$ cat config.mk
export PLATFORM = sky130hd
export DESIGN_NAME = lcd_frame_sequencer
export DESIGN_NICKNAME = d
export VERILOG_FILES = /design/src/rtl/lcd_seq_pkg.sv /design/src/rtl/lcd_seq_timer.sv /design/src/rtl/lcd_frame_sequencer.sv
export SDC_FILE = /design/constraint.sdc
export NUM_CORES = 1
export LEC_CHECK = 0
export ABC_AREA = 1
export CAP_MARGIN = 10
export CELL_PAD_IN_SITES_DETAIL_PLACEMENT = 1
export CELL_PAD_IN_SITES_GLOBAL_PLACEMENT = 2
export CORE_MARGIN = 2
export CORE_UTILIZATION = 33
export CTS_CLUSTER_DIAMETER = 100
export DETAILED_ROUTE_END_ITERATION = 8
export PLACE_DENSITY_LB_ADDON = 0.2
export SETUP_SLACK_MARGIN = 0.2
export SLEW_MARGIN = 10
export SYNTH_ARGS = -nofsm -noshare
export SYNTH_HDL_FRONTEND = slang
export SYNTH_HIERARCHICAL = 1
export SYNTH_SLANG_ARGS = --single-unit
$ cat constraint.sdc
create_clock -name clk -period 2.7 [get_ports clk]
set_input_delay 0.54 -clock clk [delete_from_list [all_inputs] [get_ports clk]]
set_output_delay 0.54 -clock clk [all_outputs]
set_load 0.005 [all_outputs]
$ cat src/rtl/lcd_seq_pkg.sv
// Shared definitions for the LCD frame sequencer: state encoding,
// the padding character and the display geometry that sets the frame length.
package lcd_seq_pkg;

    typedef enum logic [2:0] {
        IDLE,
        FETCH,
        LOAD,
        WRITE,
        GAP,
        DONE
    } seq_state_t;

    localparam logic [7:0] ASCII_SPACE = 8'h20;

    localparam int LCD_LINE_LEN  = 16;
    localparam int LCD_LINES     = 2;
    localparam int LCD_FRAME_LEN = LCD_LINE_LEN * LCD_LINES;

endpackage

$ cat src/rtl/lcd_seq_timer.sv
// Character-period timer for the LCD frame sequencer.
// Loaded on the cycle before a write starts, it counts down from CHAR_GAP-1,
// so the count tells how far into the character period we are.  Three strobes
// come out of it: end of the write-enable hold, the early gap exit that leaves
// room for the next fetch/load, and the full-period end used after the last
// character of a frame.
module lcd_seq_timer #(
    parameter int CHAR_GAP    = 262144,
    parameter int HOLD_CYCLES = 65536
) (
    input  logic clk,
    input  logic rst,
    input  logic load,
    output logic hold_expired,
    output logic gap_expired,
    output logic gap_end
);

    localparam int W = $clog2(CHAR_GAP);

    localparam logic [W-1:0] START_COUNT = W'(CHAR_GAP - 1);
    localparam logic [W-1:0] HOLD_MARK   = W'(CHAR_GAP - HOLD_CYCLES);
    localparam logic [W-1:0] GAP_MARK    = W'(2);

    logic [W-1:0] count;

    // Down-counter: reload at the start of each character, park at zero.
    always_ff @(posedge clk or posedge rst) begin
        if (rst) begin
            count <= '0;
        end else if (load) begin
            count <= START_COUNT;
        end else if (count != '0) begin
            count <= count - 1'b1;
        end
    end

    assign hold_expired = (count == HOLD_MARK);
    assign gap_expired  = (count == GAP_MARK);
    assign gap_end      = (count == '0);

endmodule

$ cat src/rtl/lcd_frame_sequencer.sv
// Streams one 2x16 frame from the message ROM into the 4-bit LCD driver,
// one character every CHAR_GAP cycles with write_en held HOLD_CYCLES cycles.
// Optional feature macro: LCD_SEQ_NUL_PAD_EN -- a 0x00 byte ends the text and
// the rest of the frame is padded with spaces without further ROM reads.
module lcd_frame_sequencer
    import lcd_seq_pkg::*;
#(
    parameter int CHAR_GAP    = 262144,
    parameter int HOLD_CYCLES = 65536,
    parameter int FRAME_LEN   = LCD_FRAME_LEN
) (
    input  logic       clk,
    input  logic       rst,
    input  logic       refresh_req,
    input  logic [2:0] msg_sel,
    output logic [7:0] rom_addr,
    input  logic [7:0] rom_data,
    output logic [7:0] lcd_data,
    output logic       lcd_write_en,
    output logic       busy,
    output logic       done
);

    localparam logic [4:0] LAST_IDX = 5'(FRAME_LEN - 1);

    seq_state_t state;
    seq_state_t state_next;

    logic [2:0] msg_lat;
    logic [4:0] char_idx;
    logic       pending;
    logic       start_frame;
    logic       advance;
    logic       timer_load;
    logic       hold_expired;
    logic       gap_expired;
    logic       gap_end;
    logic [7:0] load_byte;

    lcd_seq_timer #(
        .CHAR_GAP    (CHAR_GAP),
        .HOLD_CYCLES (HOLD_CYCLES)
    ) u_timer (
        .clk          (clk),
        .rst          (rst),
        .load         (timer_load),
        .hold_expired (hold_expired),
        .gap_expired  (gap_expired),
        .gap_end      (gap_end)
    );

    // State register.
    always_ff @(posedge clk or posedge rst) begin
        if (rst) begin
            state <= IDLE;
        end else begin
            state <= state_next;
        end
    end

    // Next-state logic; non-final gaps end two cycles early so FETCH and LOAD
    // complete the period, while the final gap runs the full period before DONE.
    always_comb begin
        state_next  = state;
        start_frame = 1'b0;
        advance     = 1'b0;
        timer_load  = 1'b0;
        case (state)
            IDLE: begin
                if (refresh_req) begin
                    state_next  = FETCH;
                    start_frame = 1'b1;
                end
            end
            FETCH: state_next = LOAD;
            LOAD: begin
                state_next = WRITE;
                timer_load = 1'b1;
            end
            WRITE: begin
                if (hold_expired) begin
                    state_next = GAP;
                end
            end
            GAP: begin
                if (char_idx == LAST_IDX) begin
                    if (gap_end) begin
                        state_next = DONE;
                    end
                end else if (gap_expired) begin
                    state_next = FETCH;
                    advance    = 1'b1;
                end
            end
            DONE: begin
                if (pending || refresh_req) begin
                    state_next  = FETCH;
                    start_frame = 1'b1;
                end else begin
                    state_next = IDLE;
                end
            end
            default: state_next = IDLE;
        endcase
    end

    // One-deep request memory: any request during a frame queues one more frame.
    always_ff @(posedge clk or posedge rst) begin
        if (rst) begin
            pending <= 1'b0;
        end else if (state == DONE) begin
            pending <= 1'b0;
        end else if (refresh_req && (state != IDLE)) begin
            pending <= 1'b1;
        end
    end

    // Message latch and character index; msg_sel is only looked at on frame start.
    always_ff @(posedge clk or posedge rst) begin
        if (rst) begin
            msg_lat  <= '0;
            char_idx <= '0;
        end else if (start_frame) begin
            msg_lat  <= msg_sel;
            char_idx <= '0;
        end else if (advance) begin
            char_idx <= char_idx + 5'd1;
        end
    end

`ifdef LCD_SEQ_NUL_PAD_EN
    logic       nul_seen;
    logic [4:0] rom_idx;

    // After a NUL the ROM address freezes and every later character is a space.
    always_ff @(posedge clk or posedge rst) begin
        if (rst) begin
            nul_seen <= 1'b0;
            rom_idx  <= '0;
        end else if (start_frame) begin
            nul_seen <= 1'b0;
            rom_idx  <= '0;
        end else begin
            if ((state == LOAD) && (rom_data == 8'h00)) begin
                nul_seen <= 1'b1;
            end
            if (advance && !nul_seen) begin
                rom_idx <= rom_idx + 5'd1;
            end
        end
    end

    assign load_byte = (nul_seen || (rom_data == 8'h00)) ? ASCII_SPACE : rom_data;
    assign rom_addr  = {msg_lat, rom_idx};
`else
    assign load_byte = rom_data;
    assign rom_addr  = {msg_lat, char_idx};
`endif

    // Character register; holds its byte for the whole character period.
    always_ff @(posedge clk or posedge rst) begin
        if (rst) begin
            lcd_data <= '0;
        end else if (state == LOAD) begin
            lcd_data <= load_byte;
        end
    end

    assign lcd_write_en = (state == WRITE);
    assign busy         = (state != IDLE);
    assign done         = (state == DONE);

endmodule
==> qor.csv, run 1 <==
stage,metric,value,unit
clock_network,CTS H-tree lvls,2,
synth,syn nets,316,
sta,count of final setup violators,0,
power_and_ir_drop,worst vdd ir,0.416,mV
place,Area after DPL,0.00261,mm²
grt,total track usage,0.179,
synth,synthesized cell area,0.00220,mm²
sta,"Hold Violations, Final",0,
synth,Mapped Cells,297,
clock_network,CTS Hold Bufs,0,
synth,Synth Register Bits,38,
clock_network,clk buf depth,2,
drt,via-per-instance ratio,4.85,
worst_hold_path,hold depth,2,
synth,Netlist cell types,25,
drt,First-pass DRT Iterations,4,
layout,Ant. Diodes,0,
layout,Storage cell area,951,µm²
sta,RSZ-0062 raised after global routing,no,
grt,largest net degree at the start of global routing,21,
worst_setup_path,R2R Path End,state[0],
clock_network,"Reg clk slew, reported paths",0.08,ns
worst_setup_path,Worst Reg-to-Reg Cells,12,
clock_network,root buffer cell,clkbuf_8,
power_and_ir_drop,switching share of power,0.362,
floorplanning,Core Region,0.00639,mm²
floorplanning,initial core utilization,0.345,
drt,DRC errors left,0,
drt,DR vias,1998,
clock_network,worst-skew pair later-pin latency,0.30,ns
worst_hold_path,Hold WC Path Type,reg2reg,
floorplanning,die area,0.00735,mm²
clock_network,# resized after CTS,0,
sta,Slew @ Worst Pin,0.753,ns
clock_network,CTS tree,built,
power_and_ir_drop,Pint,1.44,mW
worst_hold_path,Worst Hold End,msg_lat[1],
drt,drt total wl,5.95,mm
floorplanning,die width,85.7,µm
synth,sequential share of the synthesized area,0.432,
synth,Yosys warnings,6,
floorplanning,I/O pins,33,
worst_hold_path,hold_sp,msg_lat[1],
layout,nets@finish,353,
sta,fmax,0.471,GHz
power_and_ir_drop,Leakage,1.32,nW
power_and_ir_drop,P per Cell Area,822,mW/mm²
floorplanning,Die H,85.7,µm
sta,Final period util,0.786,
worst_setup_path,WP data required,2.16,ns
layout,Fillers,813,
layout,layout cells sized above 1,0.0955,
worst_setup_path,CP Launch Type,flip-flop,
power_and_ir_drop,Flop pwr share,0.378,
power_and_ir_drop,P_sw,818,µW
sta,Fin Clk Skew,0.00983,ns
worst_setup_path,reg-to-reg setup timing slack,0.58,ns
clock_network,CTS sink cnt,38,
clock_network,clock buffer count from CTS,5,
worst_setup_path,crit path kind,reg2out,
power_and_ir_drop,Clock Power Share,0.264,
sta,Fin Setup TNS,0,ns
sta,Slew HR,0.497,
grt,total grt overflow,0,
layout,area of the multi-input gates,0.00107,mm²
floorplanning,row cnt,29,
grt,antenna violations before repair,0,
worst_setup_path,"Max FO, Critical Path",7,
drt,WL/cell,14.4,µm
layout,"Design Area, Final",0.00275,mm²
place,Detailed Place HPWL,4.54,mm
place,I/O Buffers,32,
layout,Syn-to-layout area delta,24.6,%
grt,vias in the first global route,2123,
worst_setup_path,critical path endpoint category,output port,
place,Final Wtd Congestion,0.775,
power_and_ir_drop,Combinational Power Share,0.357,
layout,final core utilization,0.430,
worst_setup_path,Arrival @ worst endpoint,1.58,ns
clock_network,Post-CTS Setup Repair Bufs,0,
sta,Final Slew Violations,0,
job,maxcap violations,0,
run_status,run status,"complete, no violations",
grt,first-pass GRT wire length,10.4,mm
synth,mean cell area of the mapped netlist,7.42,µm²
drt,Iteration-0 DRC Markers,62,
sta,clock period minus worst slack,2.12,ns
worst_setup_path,reg2reg start,u_timer/count[0],
drt,Antenna Nets Post-Route,0,
power by group through the flow:
stage	Clock (mW)	Combinational, mW	Sequential (mW)
floorplan	0	0.462	0.841
global placement	0	0.802	0.863
detailed placement	0	0.824	0.866
CTS	0.624	0.828	0.857
global route	0.643	0.929	0.880
finish	0.597	0.806	0.854
layer usage:
| layer | part of all wire | global-route usage | vias up |
|---|---|---|---|
| li1 | - | - | 1012 |
| met1 | 0.50 | 0.251 | 948 |
| met2 | 0.45 | 0.280 | 31 |
| met3 | 0.035 | 0.0385 | 7 |
| met4 | 0.014 | 0.0491 | 0 |
| met5 | 0 | 0 | - |
layout make-up:
type / instances / area share
multi-input cells: 212 / 0.389
inverters: 44 / 0.0602
clock buffers: 5 / 0.0251
flip-flops and latches: 38 / 0.346
well taps: 77 / 0.0351
clock inverters: 3 / 0.0251
repair buffers: 33 / 0.119
sequential cells by signal (all words and copies together), names as in the netlist:
name and cells:
u_timer/count 18, lcd_data 8, char_idx 5, msg_lat 3, state 3, pending 1
cells by family after synthesis:
kind of cell             Yosys count  synth area share
AND/OR/NAND/NOR                  184             0.402
buffers and inverters             47            0.0840
flip-flops                        38             0.432
AO/OA/AOI/OAI                     22            0.0500
adder cells (fa/ha/maj)            5            0.0284
XOR/XNOR                           1           0.00398
cell usage after synthesis (all sizes together):
library cell	n	area, µm²
a21oi	11	55.1
and3	1	6.26
buf	2	16.3
clkbuf	1	3.75
dfrtp	38	951
ha	5	62.6
inv	44	165
nand2	97	374
nand3	33	208
nand3b	1	7.51
nand4	7	43.8
nor2	42	230
nor3	2	10.0
nor4	1	6.26
o21ai	11	55.1
xor2	1	8.76
how the worst max path moves through the flow:
stage / startpoint / end / slack (ns) / depth (start not counted)
global route: u_timer/count[0] / state[0] / 0.33 / 12
detailed placement: u_timer/count[0] / state[0] / 0.56 / 12
global placement: u_timer/count[0] / state[0] / 0.70 / 12
floorplan: u_timer/count[0] / state[0] / 1.01 / 12
finish: state[0] / lcd_write_en / 0.58 / 3
CTS: state[1] / done / 0.53 / 4
through the flow:
stage	instances	total power, mW	setup slack, ns	hold slack (ns)
after floorplan	297	1.30	1.01	0.472
after global placement	404	1.66	0.698	0.461
after detailed placement	404	1.69	0.565	0.469
after CTS	412	2.31	0.532	0.493
after global routing	412	2.45	0.334	0.520
final	412	2.26	0.577	0.486
critical path: stages, from the launching register on:
cell             delay [ns]
dfrtp_1                0.52
nand2_1                0.08
nor2_1                 0.16
clkdlybuf4s50_1        0.52
cell usage in the layout, fill, tap and decap left out, drive strengths merged:
master	instances
o21ai	11
bufinv	2
nor2	42
clkdlybuf4s50	32
clkbuf	5
nor3	2
ha	5
nor4	1
and3	1
nand3b	1
nand4	7
inv	44
nand2	97
dfrtp	38
a21oi	11
clkinv	1
buf	1
xor2	1
nand3	33
Power figures use the tool's default switching activity.
==> run 2: changes to the inputs <==
- CORE_UTILIZATION: 33 -> 31
- clock period: 2.7 -> 2.1 ns (I/O delays scaled with it)
==> run 2 against run 1 <==
- cell count is 7.8% higher
- critical path depth is 1 higher
- critical endpoint is now busy
- wire length is 1.8% higher
- first-iteration DRC count is 11% higher
- cell area is 4.5% higher
- clock skew is 0.0021 ns lower
- utilization is 0.99 points lower
- power is 31% higher
- sequential share of layout area is 1.4 points lower
- via count is 3.8% higher
- global-route usage is 1.1 points lower
- non-clock buffer count is 13 higher
==> qor.csv, run 2 (synthesis results as in run 1) <==
stage,metric,value,unit,change
worst_setup_path,crit path kind,reg2out,,
drt,DR vias,2074,,+3.8%
place,Final Wtd Congestion,0.730,,-5.9%
clock_network,CTS tree,built,,
drt,Antenna Nets Post-Route,0,,unchanged
floorplanning,Die H,88.3,µm,+3.0%
layout,max FFs per register,18,,unchanged
clock_network,clk buf depth,2,,unchanged
clock_network,CTS sink cnt,38,,unchanged
floorplanning,Core Region,0.00683,mm²,+7.0%
sta,fmax,0.535,GHz,
drt,drt total wl,6.06,mm,+1.8%
grt,first-pass GRT wire length,10.1,mm,-2.4%
place,I/O Buffers,32,,unchanged
floorplanning,I/O pins,33,,unchanged
floorplanning,row cnt,30,,+3.4%
clock_network,"Reg clk slew, reported paths",0.08,ns,about the same
sta,Slew @ Worst Pin,0.347,ns,-0.406 ns
grt,total track usage,0.168,,-0.0107
sta,"Hold Violations, Final",0,,unchanged
floorplanning,die width,88.3,µm,+3.0%
sta,Fin Clk Skew,0.00774,ns,-0.00208 ns
power_and_ir_drop,P per Cell Area,1030,mW/mm²,+25%
clock_network,worst-skew pair later-pin latency,0.29,ns,about the same
worst_hold_path,Hold WC Path Type,in2async,,
sta,RSZ-0062 raised after global routing,yes,,
floorplanning,die area,0.00780,mm²,+6.1%
place,Area after DPL,0.00268,mm²,+2.6%
worst_setup_path,Slowest cell on crit path,clkdlybuf4s50_1,,
power_and_ir_drop,Leakage,1.39,nW,+4.9%
worst_setup_path,"Max FO, Critical Path",4,,-3
drt,First-pass DRT Iterations,4,,unchanged
layout,final core utilization,0.420,,-0.00990
layout,biggest registers after layout,"u_timer/count x18, lcd_data x8, char_idx x5",,
power_and_ir_drop,Final Power,2.95,mW,+31%
place,pre-CTS WS,0.272,ns,-0.293 ns
floorplanning,initial core utilization,0.323,,-0.0225
clock_network,CTS Hold Bufs,0,,unchanged
run_status,run status,"complete, no violations",,
sta,count of final setup violators,0,,unchanged
layout,"commonest non-fill, non-tap cell in the layout",nand2_1,,
layout,nets@finish,366,,+3.7%
grt,antenna violations before repair,0,,unchanged
layout,"Design Area, Final",0.00287,mm²,+4.5%
clock_network,CTS H-tree lvls,2,,unchanged
grt,largest net degree at the start of global routing,21,,unchanged
worst_setup_path,CP Cell Sequence,buf_12 > nor2_4 > nand2_1 > clkdlybuf4s50_1,,
drt,DRC errors left,0,,unchanged
place,Detailed Place HPWL,4.54,mm,about the same
sta,Final Slew Violations,0,,unchanged
sta,Fin Setup TNS,0,ns,unchanged
layout,Ant. Diodes,0,,unchanged
sta,clock period minus worst slack,1.87,ns,
grt,total grt overflow,0,,unchanged
worst_setup_path,critical path endpoint category,output port,,
layout,Syn-to-layout area delta,30.2,%,
clock_network,clock buffer count from CTS,5,,unchanged
grt,vias in the first global route,2113,,-0.47%
sta,Slew HR,0.768,,+0.270
worst_setup_path,"slowest stage delay, CP",0.44,ns,-0.08 ns
layout,Top reg by flops,u_timer/count,,
job,maxcap violations,0,,unchanged
worst_setup_path,Arrival @ worst endpoint,1.45,ns,-0.13 ns
worst_setup_path,CP Launch Type,flip-flop,,
sta,Final period util,0.889,,
drt,via-per-instance ratio,4.67,,-3.7%
worst_setup_path,WP data required,1.68,ns,-0.48 ns
layout,Fillers,865,,+6.4%
layout,most frequent cells in the layout,"nand2_1 (95), inv_1 (36), dfrtp_1 (35)",,
power_and_ir_drop,worst vdd ir,0.386,mV,-7.3%
sta,Final WS setup,0.232,ns,-0.345 ns
clock_network,root buffer cell,clkbuf_8,,
drt,WL/cell,13.6,µm,-5.5%
drt,Iteration-0 DRC Markers,69,,+11%
layout,layout cells sized above 1,0.144,,+0.0482
==> run 2: changes by cell type in the layout (fill, tap and decap cells not counted), sizes merged <==
| cell | previous run | this run |
|---|---|---|
| dlymetal6s2s | 0 | 1 |
| clkdlybuf4s50 | 32 | 30 |
| bufinv | 2 | 1 |
| clkinv | 1 | 0 |
| buf | 1 | 14 |
| clkbuf | 5 | 7 |
| dlygate4sd2 | 0 | 1 |
==> run 2: worst max-delay path, delay by kind of cell (launching register included) <==
kind	cells	cell delay, ns
buffers and inverters	2	0.58
flip-flops	1	0.43
AND/OR/NAND/NOR	2	0.15
==> run 2: power breakdown <==
group          total (mW)  switching [mW]  leakage, nW  internal (mW)
Combinational        1.24           0.658        0.922          0.585
Clock               0.620           0.264       0.0524          0.356
Sequential           1.09           0.161        0.414          0.929
Total                2.95            1.08         1.39           1.87
==> run 2: metal layers <==
metal / share of wire / global-route usage
met2: 0.46 / 0.267
met4: 0.0051 / 0.0358
met3: 0.045 / 0.0410
met5: 0 / 0
met1: 0.49 / 0.234
==> run 2: final timing paths <==
path | startpoint | end | slack, ns | depth (start not counted)
setup / recovery | state[0] | busy | 0.23 | 4
hold / removal | rst | u_timer/count[0] | 0.48 | 3
setup reg to reg | u_timer/count[9] | char_idx[2] | 0.34 | 8
hold reg to reg | msg_lat[1] | msg_lat[1] | 0.48 | 2
max in group asynchronous | rst | state[0] | 1.38 | 3
min in group clk | msg_lat[1] | msg_lat[1] | 0.48 | 2
==> run 2: stage by stage <==
stage          instances  hold WS, ns
2_1_floorplan        297        0.359
3_3_place_gp         429        0.463
3_5_place_dp         429        0.472
4_1_cts              443        0.483
5_1_grt              444        0.523
6_report             444        0.479
==> run 2: what timing repair did <==
item	4_1_cts	5_1_grt
setup buffers	6	1
pin swaps	1	0
endpoints found under the setup margin	3	8
resized for setup	7	3
==> run 2: area by class of cell <==
class                      instances  area, µm²  area share
clock buffer                       7       76.3      0.0266
timing repair buffer              46        439       0.153
tap                               96        120      0.0419
inverter                          44        165      0.0576
multi-input combinational        212       1080       0.378
sequential                        38        955       0.333
clock inverter                     1       30.0      0.0105
==> run 3: changes to the inputs <==
- CTS_CLUSTER_SIZE: unset -> 30
- HOLD_SLACK_MARGIN: unset -> 0.1
==> results of run 3 <==
Final layout, timing and power as in run 2 (identical DEF).
